--- config.mk ---
export PLATFORM = sky130hd
export DESIGN_NAME = cajero_param
export DESIGN_NICKNAME = d
export VERILOG_FILES = /design/src/rtl/cajero_pkg.sv /design/src/rtl/stb_edge.sv /design/src/rtl/cajero_param.sv
export SDC_FILE = /design/constraint.sdc
export NUM_CORES = 1
export LEC_CHECK = 0
export CAP_MARGIN = 20
export CORE_UTILIZATION = 50
export CTS_BUF_LIST = sky130_fd_sc_hd__clkbuf_2
export CTS_CLUSTER_DIAMETER = 40
export DETAILED_ROUTE_END_ITERATION = 10
export GPL_TIMING_DRIVEN = 0
export PLACE_DENSITY = 0.77
export SLEW_MARGIN = 15
export SYNTH_ARGS = -nofsm -noshare
export SYNTH_HDL_FRONTEND = slang
export SYNTH_SLANG_ARGS = --single-unit
--- constraint.sdc ---
create_clock -name CLK -period 4.2 [get_ports CLK]
set_input_delay 0.84 -clock CLK [delete_from_list [all_inputs] [get_ports CLK]]
set_output_delay 0.84 -clock CLK [all_outputs]
set_load 0.01 [all_outputs]
--- src/rtl/cajero_pkg.sv ---
// Shared definitions for the cajero_param ATM transaction controller.
//   state_t       : controller states
//   TIPO_DEPOSITO : TIPO_TRANS value selecting a deposit
//   TIPO_RETIRO   : TIPO_TRANS value selecting a withdrawal
package cajero_pkg;

  typedef enum logic [2:0] {
    S_IDLE         = 3'd0,
    S_PIN_ENTRY    = 3'd1,
    S_CHECK_PIN    = 3'd2,
    S_ESPERA_MONTO = 3'd3,
    S_DEPOSITO     = 3'd4,
    S_RETIRO       = 3'd5,
    S_BLOQUEO      = 3'd6
  } state_t;

  localparam logic TIPO_DEPOSITO = 1'b0;
  localparam logic TIPO_RETIRO   = 1'b1;

  // True in the states where the inactivity timer runs.
  function automatic logic timed_state(input state_t s);
    return (s == S_PIN_ENTRY) || (s == S_ESPERA_MONTO);
  endfunction

endpackage

--- src/rtl/stb_edge.sv ---
// Rising-edge detector for a level strobe.
//   i_clk    : clock
//   i_rst    : synchronous active-high reset
//   i_in     : level input
//   o_rise_c : high in the cycle where i_in is 1 and its registered copy is 0
module stb_edge (
  input  logic i_clk,
  input  logic i_rst,
  input  logic i_in,
  output logic o_rise_c
);

  logic r_prev;

  always_ff @(posedge i_clk) begin
    if (i_rst) r_prev <= 1'b0;
    else       r_prev <= i_in;
  end

  assign o_rise_c = i_in & ~r_prev;

endmodule

--- src/rtl/cajero_param.sv ---
// Parametrised ATM transaction controller: card/PIN session, deposit and
// withdrawal on a registered balance, attempt lockout and idle timeout.
//   CLK, RESET            : clock, synchronous active-high reset
//   TARJETA_RECIBIDA      : card level (rising edge starts a session)
//   PIN_CORRECTO          : stored PIN, first digit in the top nibble
//   DIGITO, DIGITO_STB    : keypad digit and its level strobe
//   TIPO_TRANS, MONTO,
//   MONTO_STB             : transaction type/amount and their level strobe
//   BALANCE_INICIAL       : balance loaded while RESET is high
//   BALANCE_ACTUALIZADO,
//   ENTREGAR_DINERO,
//   PIN_INCORRECTO,
//   FONDOS_INSUFICIENTES,
//   ERROR_MONTO, TIMEOUT  : one-cycle result pulses
//   ADVERTENCIA, BLOQUEO  : last-attempt warning and lockout levels
//   BALANCE               : current balance
module cajero_param
  import cajero_pkg::*;
#(
  parameter int unsigned PIN_DIGITS   = 4,
  parameter int unsigned MAX_INTENTOS = 3,
  parameter int unsigned BAL_W        = 64,
  parameter int unsigned MONTO_W      = 32,
  parameter int unsigned TIMEOUT_CYC  = 64
) (
  input  logic                    CLK,
  input  logic                    RESET,
  input  logic                    TARJETA_RECIBIDA,
  input  logic [4*PIN_DIGITS-1:0] PIN_CORRECTO,
  input  logic [3:0]              DIGITO,
  input  logic                    DIGITO_STB,
  input  logic                    TIPO_TRANS,
  input  logic [MONTO_W-1:0]      MONTO,
  input  logic                    MONTO_STB,
  input  logic [BAL_W-1:0]        BALANCE_INICIAL,
  output logic                    BALANCE_ACTUALIZADO,
  output logic                    ENTREGAR_DINERO,
  output logic                    PIN_INCORRECTO,
  output logic                    ADVERTENCIA,
  output logic                    BLOQUEO,
  output logic                    FONDOS_INSUFICIENTES,
  output logic                    ERROR_MONTO,
  output logic                    TIMEOUT,
  output logic [BAL_W-1:0]        BALANCE
);

  localparam int unsigned PIN_W  = 4 * PIN_DIGITS;
  localparam int unsigned DCNT_W = $clog2(PIN_DIGITS + 1);
  localparam int unsigned ATT_W  = $clog2(MAX_INTENTOS + 1);
  localparam int unsigned TO_W   = $clog2(TIMEOUT_CYC);

  // Strobe event detection
  logic w_card_ev;
  logic w_dig_ev;
  logic w_monto_ev;
  logic w_any_ev;

  stb_edge u_card_edge (
    .i_clk    (CLK),
    .i_rst    (RESET),
    .i_in     (TARJETA_RECIBIDA),
    .o_rise_c (w_card_ev)
  );

  stb_edge u_dig_edge (
    .i_clk    (CLK),
    .i_rst    (RESET),
    .i_in     (DIGITO_STB),
    .o_rise_c (w_dig_ev)
  );

  stb_edge u_monto_edge (
    .i_clk    (CLK),
    .i_rst    (RESET),
    .i_in     (MONTO_STB),
    .o_rise_c (w_monto_ev)
  );

  assign w_any_ev = w_card_ev | w_dig_ev | w_monto_ev;

  // Controller registers
  state_t               r_state;
  logic [PIN_W-1:0]     r_pin;
  logic [DCNT_W-1:0]    r_dig_cnt;
  logic [ATT_W-1:0]     r_att;
  logic [TO_W-1:0]      r_to_cnt;
  logic [MONTO_W-1:0]   r_monto;
  logic [BAL_W-1:0]     r_balance;
  logic                 r_bal_upd;
  logic                 r_entregar;
  logic                 r_pin_inc;
  logic                 r_advert;
  logic                 r_bloqueo;
  logic                 r_fondos;
  logic                 r_err_monto;
  logic                 r_timeout;

  // Deposit sum carries one extra bit so overflow is visible as the MSB
  logic [BAL_W:0]       w_sum;
  logic                 w_sin_fondos;

  assign w_sum        = {1'b0, r_balance} + (BAL_W + 1)'(r_monto);
  assign w_sin_fondos = BAL_W'(r_monto) > r_balance;

  // Main controller
  always_ff @(posedge CLK) begin
    if (RESET) begin
      r_state     <= S_IDLE;
      r_pin       <= '0;
      r_dig_cnt   <= '0;
      r_att       <= '0;
      r_to_cnt    <= '0;
      r_monto     <= '0;
      r_balance   <= BALANCE_INICIAL;
      r_bal_upd   <= 1'b0;
      r_entregar  <= 1'b0;
      r_pin_inc   <= 1'b0;
      r_advert    <= 1'b0;
      r_bloqueo   <= 1'b0;
      r_fondos    <= 1'b0;
      r_err_monto <= 1'b0;
      r_timeout   <= 1'b0;
    end else begin
      r_bal_upd   <= 1'b0;
      r_entregar  <= 1'b0;
      r_pin_inc   <= 1'b0;
      r_fondos    <= 1'b0;
      r_err_monto <= 1'b0;
      r_timeout   <= 1'b0;

      // Inactivity timer; any strobe event restarts it
      if (timed_state(r_state)) begin
        if (w_any_ev) begin
          r_to_cnt <= '0;
        end else if (r_to_cnt == TO_W'(TIMEOUT_CYC - 1)) begin
          r_to_cnt <= '0;
        end else begin
          r_to_cnt <= r_to_cnt + TO_W'(1);
        end
      end else begin
        r_to_cnt <= '0;
      end

      case (r_state)
        S_IDLE: begin
          if (w_card_ev) begin
            r_state   <= S_PIN_ENTRY;
            r_dig_cnt <= '0;
            r_pin     <= '0;
          end
        end

        S_PIN_ENTRY: begin
          if (w_dig_ev) begin
            r_pin <= (r_pin << 4) | PIN_W'(DIGITO);
            if (r_dig_cnt == DCNT_W'(PIN_DIGITS - 1)) begin
              r_dig_cnt <= '0;
              r_state   <= S_CHECK_PIN;
            end else begin
              r_dig_cnt <= r_dig_cnt + DCNT_W'(1);
            end
          end else if (!w_any_ev && r_to_cnt == TO_W'(TIMEOUT_CYC - 1)) begin
            r_timeout <= 1'b1;
            r_pin     <= '0;
            r_dig_cnt <= '0;
            r_state   <= S_IDLE;
          end
        end

        S_CHECK_PIN: begin
          if (r_pin == PIN_CORRECTO) begin
            r_att    <= '0;
            r_advert <= 1'b0;
            r_state  <= S_ESPERA_MONTO;
          end else begin
            r_pin_inc <= 1'b1;
            r_pin     <= '0;
            r_dig_cnt <= '0;
            if (r_att == ATT_W'(MAX_INTENTOS - 1)) begin
              r_att     <= ATT_W'(MAX_INTENTOS);
              r_advert  <= 1'b0;
              r_bloqueo <= 1'b1;
              r_state   <= S_BLOQUEO;
            end else begin
              r_att    <= r_att + ATT_W'(1);
              // Warning when this failure leaves exactly one attempt
              r_advert <= (r_att == ATT_W'(MAX_INTENTOS - 2));
              r_state  <= S_PIN_ENTRY;
            end
          end
        end

        S_ESPERA_MONTO: begin
          if (w_monto_ev) begin
            r_monto <= MONTO;
            r_state <= (TIPO_TRANS == TIPO_RETIRO) ? S_RETIRO : S_DEPOSITO;
          end else if (!w_any_ev && r_to_cnt == TO_W'(TIMEOUT_CYC - 1)) begin
            r_timeout <= 1'b1;
            r_pin     <= '0;
            r_dig_cnt <= '0;
            r_state   <= S_IDLE;
          end
        end

        S_DEPOSITO: begin
          if (w_sum[BAL_W]) begin
            r_err_monto <= 1'b1;
          end else begin
            r_balance <= w_sum[BAL_W-1:0];
            r_bal_upd <= 1'b1;
          end
          r_state <= S_IDLE;
        end

        S_RETIRO: begin
          if (w_sin_fondos) begin
            r_fondos <= 1'b1;
          end else begin
            r_balance  <= r_balance - BAL_W'(r_monto);
            r_bal_upd  <= 1'b1;
            r_entregar <= 1'b1;
          end
          r_state <= S_IDLE;
        end

        S_BLOQUEO: begin
          r_bloqueo <= 1'b1;
        end

        default: begin
          r_state <= S_IDLE;
        end
      endcase
    end
  end

  assign BALANCE_ACTUALIZADO  = r_bal_upd;
  assign ENTREGAR_DINERO      = r_entregar;
  assign PIN_INCORRECTO       = r_pin_inc;
  assign ADVERTENCIA          = r_advert;
  assign BLOQUEO              = r_bloqueo;
  assign FONDOS_INSUFICIENTES = r_fondos;
  assign ERROR_MONTO          = r_err_monto;
  assign TIMEOUT              = r_timeout;
  assign BALANCE              = r_balance;

endmodule

==> results.yml <==
run_status:
  status: "finished, violations left"
  violations: "design-rule violations"
power:
  peakVddDrop_mv: 0.236
  p_leak_nw: 4.87
  p_total_mw: 3.31
  powerDensity_nw_per_um2: 240
cts:
  insertion_delay_ns: 0.86
  clk_pin_slew_ns: 0.35
  ctsLongestPathBuffers: 2
  h-tree-depth: 4
  cts_tree: "built"
  clock_sinks: 137
  cts-root-buf: "clkbuf_2"
  cts_made_buffers: 17
die:
  boundaryPins: 194
  die_y_um: 150
  row_count: 53
  initial_core_util_pct: 51.5
  die_area_um2: 22500
  die_x_um: 150
  coreArea_um2: 21300
min_path:
  hold_path_class: "reg2reg"
placement:
  dp.cells: 1901
  place_congestion: 1.04
  io_buffer_count: 192
  post-dp-hpwl_um: 34400
synthesis:
  synth_top_area_share_pct: 17.5
  ys_ff_latch: 137
  synth_flop_cell: "dfxtp_1"
  synth_nets: 1624
  netlist_instances: 1432
  synth_seq_area_share_pct: 30.9
  syn_area_um2: 11000
  synthArstFlopShare_pct: 0
  yosysTopAreaCell: "edfxtp_1"
  yosysWarnings: 0
  synth_common_cells: "nand2_1 (187), a21oi_1 (137), nor2_1 (127), o21ai_0 (112), inv_1 (78)"
  synth_cell_types: 67
  synth.area.top_cells: "edfxtp_1 (18%), dfxtp_1 (13%), ha_1 (7.8%), nand2_1 (6.4%), a21oi_1 (6.3%)"
  yosysMostFrequentCell: "nand2_1"
  avgSynthCellArea_um2: 7.65
  synth_edf_count: 64
global_route:
  met3_usage_pct: 8.35
  grt.total_usage_pct: 40.3
  antenna_found_initial: 1
  grt_overflow: 0
  grt_use_met2_pct: 64.2
  met1_usage_pct: 53.2
  grt_first_pass_wirelength_um: 67800
  grt_max_degree: 43
  top_usage_layer: "met2"
  first_global_vias: 11728
cells_and_area:
  syn_to_final_growth_pct: 25.5
  layout-drive-gt1-share_pct: 5.77
  fin_cells: 1941
  nFillCells: 1869
  final_nets: 1844
sta:
  grt_setup_unrepaired: "no"
  min_period_over_period_pct: 97.2
  finalHoldViolCount: 0
  skew_ns: 0.0928
  layout_min_cycle_time_ns: 4.08
  final_max_slew_viol_count: 0
  relSlewSlack_pct: 26.1
  max_freq_mhz: 245
  finalSetupViolations: 0
  tightest_slew_ns: 1.11
drt:
  ant_nets: 0
  drc: 2
  vias: 12516
  drt_first_pass_iters: 9
  via_per_inst: 6.45
  wire_per_inst_um: 23.3
  routed_wl_um: 45300
  drtIter0Drc: 1245
setup_path:
  worstPathArrival_ns: 4.78
  crit_fanout: 8
  crit_path_end_kind: "register"
  cp_data_required_time_ns: 4.89
  startpoint_type: "register"
  critPathKind: "reg2reg"
flow_run:
  drv_cap: 0
## power by group
part	internal (mW)	total [mW]	switching, mW
registers	1.47	1.54	0.0754
clock network	0.245	0.910	0.665
logic	0.362	0.851	0.489
## metrics by stage
step / cell area (um2) / util, % / TNS, ns / setup WS [ns] / hold slack, ns
5_1_grt: 13800 / 64.6 / 0 / 0.00283 / 0.490
4_1_cts: 13700 / 64.1 / 0 / 0.0102 / 0.472
3_3_place_gp: 13200 / 62.1 / -74.58 / -1.09 / 0.427
2_1_floorplan: 11000 / - / 0 / 0.443 / 0.418
3_5_place_dp: 13300 / 62.4 / -20.57 / -0.585 / 0.435
6_report: 13800 / 64.6 / 0 / 0.116 / 0.467
## registers in the layout, summed over array words and instances (netlist names)
| signal | cells |
|---|---|
| ENTREGAR_DINERO | 1 |
| BLOQUEO | 1 |
| PIN_INCORRECTO | 1 |
| BALANCE_ACTUALIZADO | 1 |
| ERROR_MONTO | 1 |
| r_state | 3 |
| r_dig_cnt | 3 |
| u_monto_edge.r_prev | 1 |
| u_dig_edge.r_prev | 1 |
| ADVERTENCIA | 1 |
| FONDOS_INSUFICIENTES | 1 |
| r_to_cnt | 6 |
| r_att | 2 |
| BALANCE | 64 |
| u_card_edge.r_prev | 1 |
| r_monto | 32 |
| r_pin | 16 |
| TIMEOUT | 1 |
## layout by cell type, fill, tap and decap left out, types with 19 or more instances in the layout
cell type,instances
clkdlybuf4s50_1,192
nand2_1,187
a21oi_1,134
nor2_1,126
o21ai_0,104
inv_1,78
dfxtp_1,73
clkbuf_1,68
ha_1,68
edfxtp_1,64
nand3_1,44
xnor2_1,43
nor3_1,32
nand4_1,25
xor2_1,23
clkbuf_2,21
nor2b_1,21
and3_1,21
nor4_1,20
a22oi_1,19
## cells by family (layout without fill, tap and decap cells)
kind of cell / count (synthesis) / after routing / synth area share (%)
buffers and inverters: 155 / 387 / 5.33
DFF: 137 / 137 / 30.9
AOI/OAI and AO/OA: 430 / 431 / 24.5
adders and majority gates: 70 / 70 / 8.13
other: 0 / 1 / 0
muxes: 13 / 13 / 1.28
and+or+nand+nor: 561 / 561 / 24.7
xor gates and xnor gates: 66 / 66 / 5.27
## path summary, 6_finish.rpt
kind,from,endpoint,slack (ns),depth (start not counted)
max,BALANCE[7],BALANCE[54],0.12,13
min reg2reg,r_to_cnt[0],r_to_cnt[0],0.47,1
min,r_to_cnt[0],r_to_cnt[0],0.47,1
max reg2reg,BALANCE[7],BALANCE[54],0.12,13
## timing repair
item	in CTS	in global routing
buffers inserted	5	1
hold buffers	0	0
pin swaps	2	5
gates cloned	1	0
hold endpoints to repair	0	0
setup endpoints to repair	82	54
gates resized for setup	19	23
## critical path, cell delays in order (launching register included)
cell and delay [ns]:
edfxtp_1 0.48, ha_1 0.31, buf_2 0.18, or4_1 0.54
or4_4 0.44, a31oi_4 0.24, o21ai_4 0.10, a211o_4 0.38
a2111oi_4 0.36, buf_4 0.21, buf_4 0.14, o2111ai_1 0.14
a21o_1 0.22, a31o_2 0.23
## routing by layer
metal | share of wire (%) | wire length (um) | up-vias
met5 | 0 | 0 | -
met3 | 10 | 4610 | 146
met2 | 45 | 20300 | 777
met4 | 4.1 | 1850 | 0
li1 | - | - | 5664
met1 | 41 | 18500 | 5929
## layout make-up
type | count | area [um2] | share of cell area, %
inverters | 78 | 293 | 2.13
plain buffers | 76 | 290 | 2.11
multi-input cells | 1141 | 7190 | 52.3
well taps | 275 | 344 | 2.50
clock inverters | 14 | 153 | 1.11
repair buffers | 201 | 2010 | 14.6
flip-flops and latches | 137 | 3380 | 24.6
diodes | 1 | 2.50 | 0.0182
clock buffers | 18 | 90.1 | 0.655
Power figures use the tool's default switching activity.
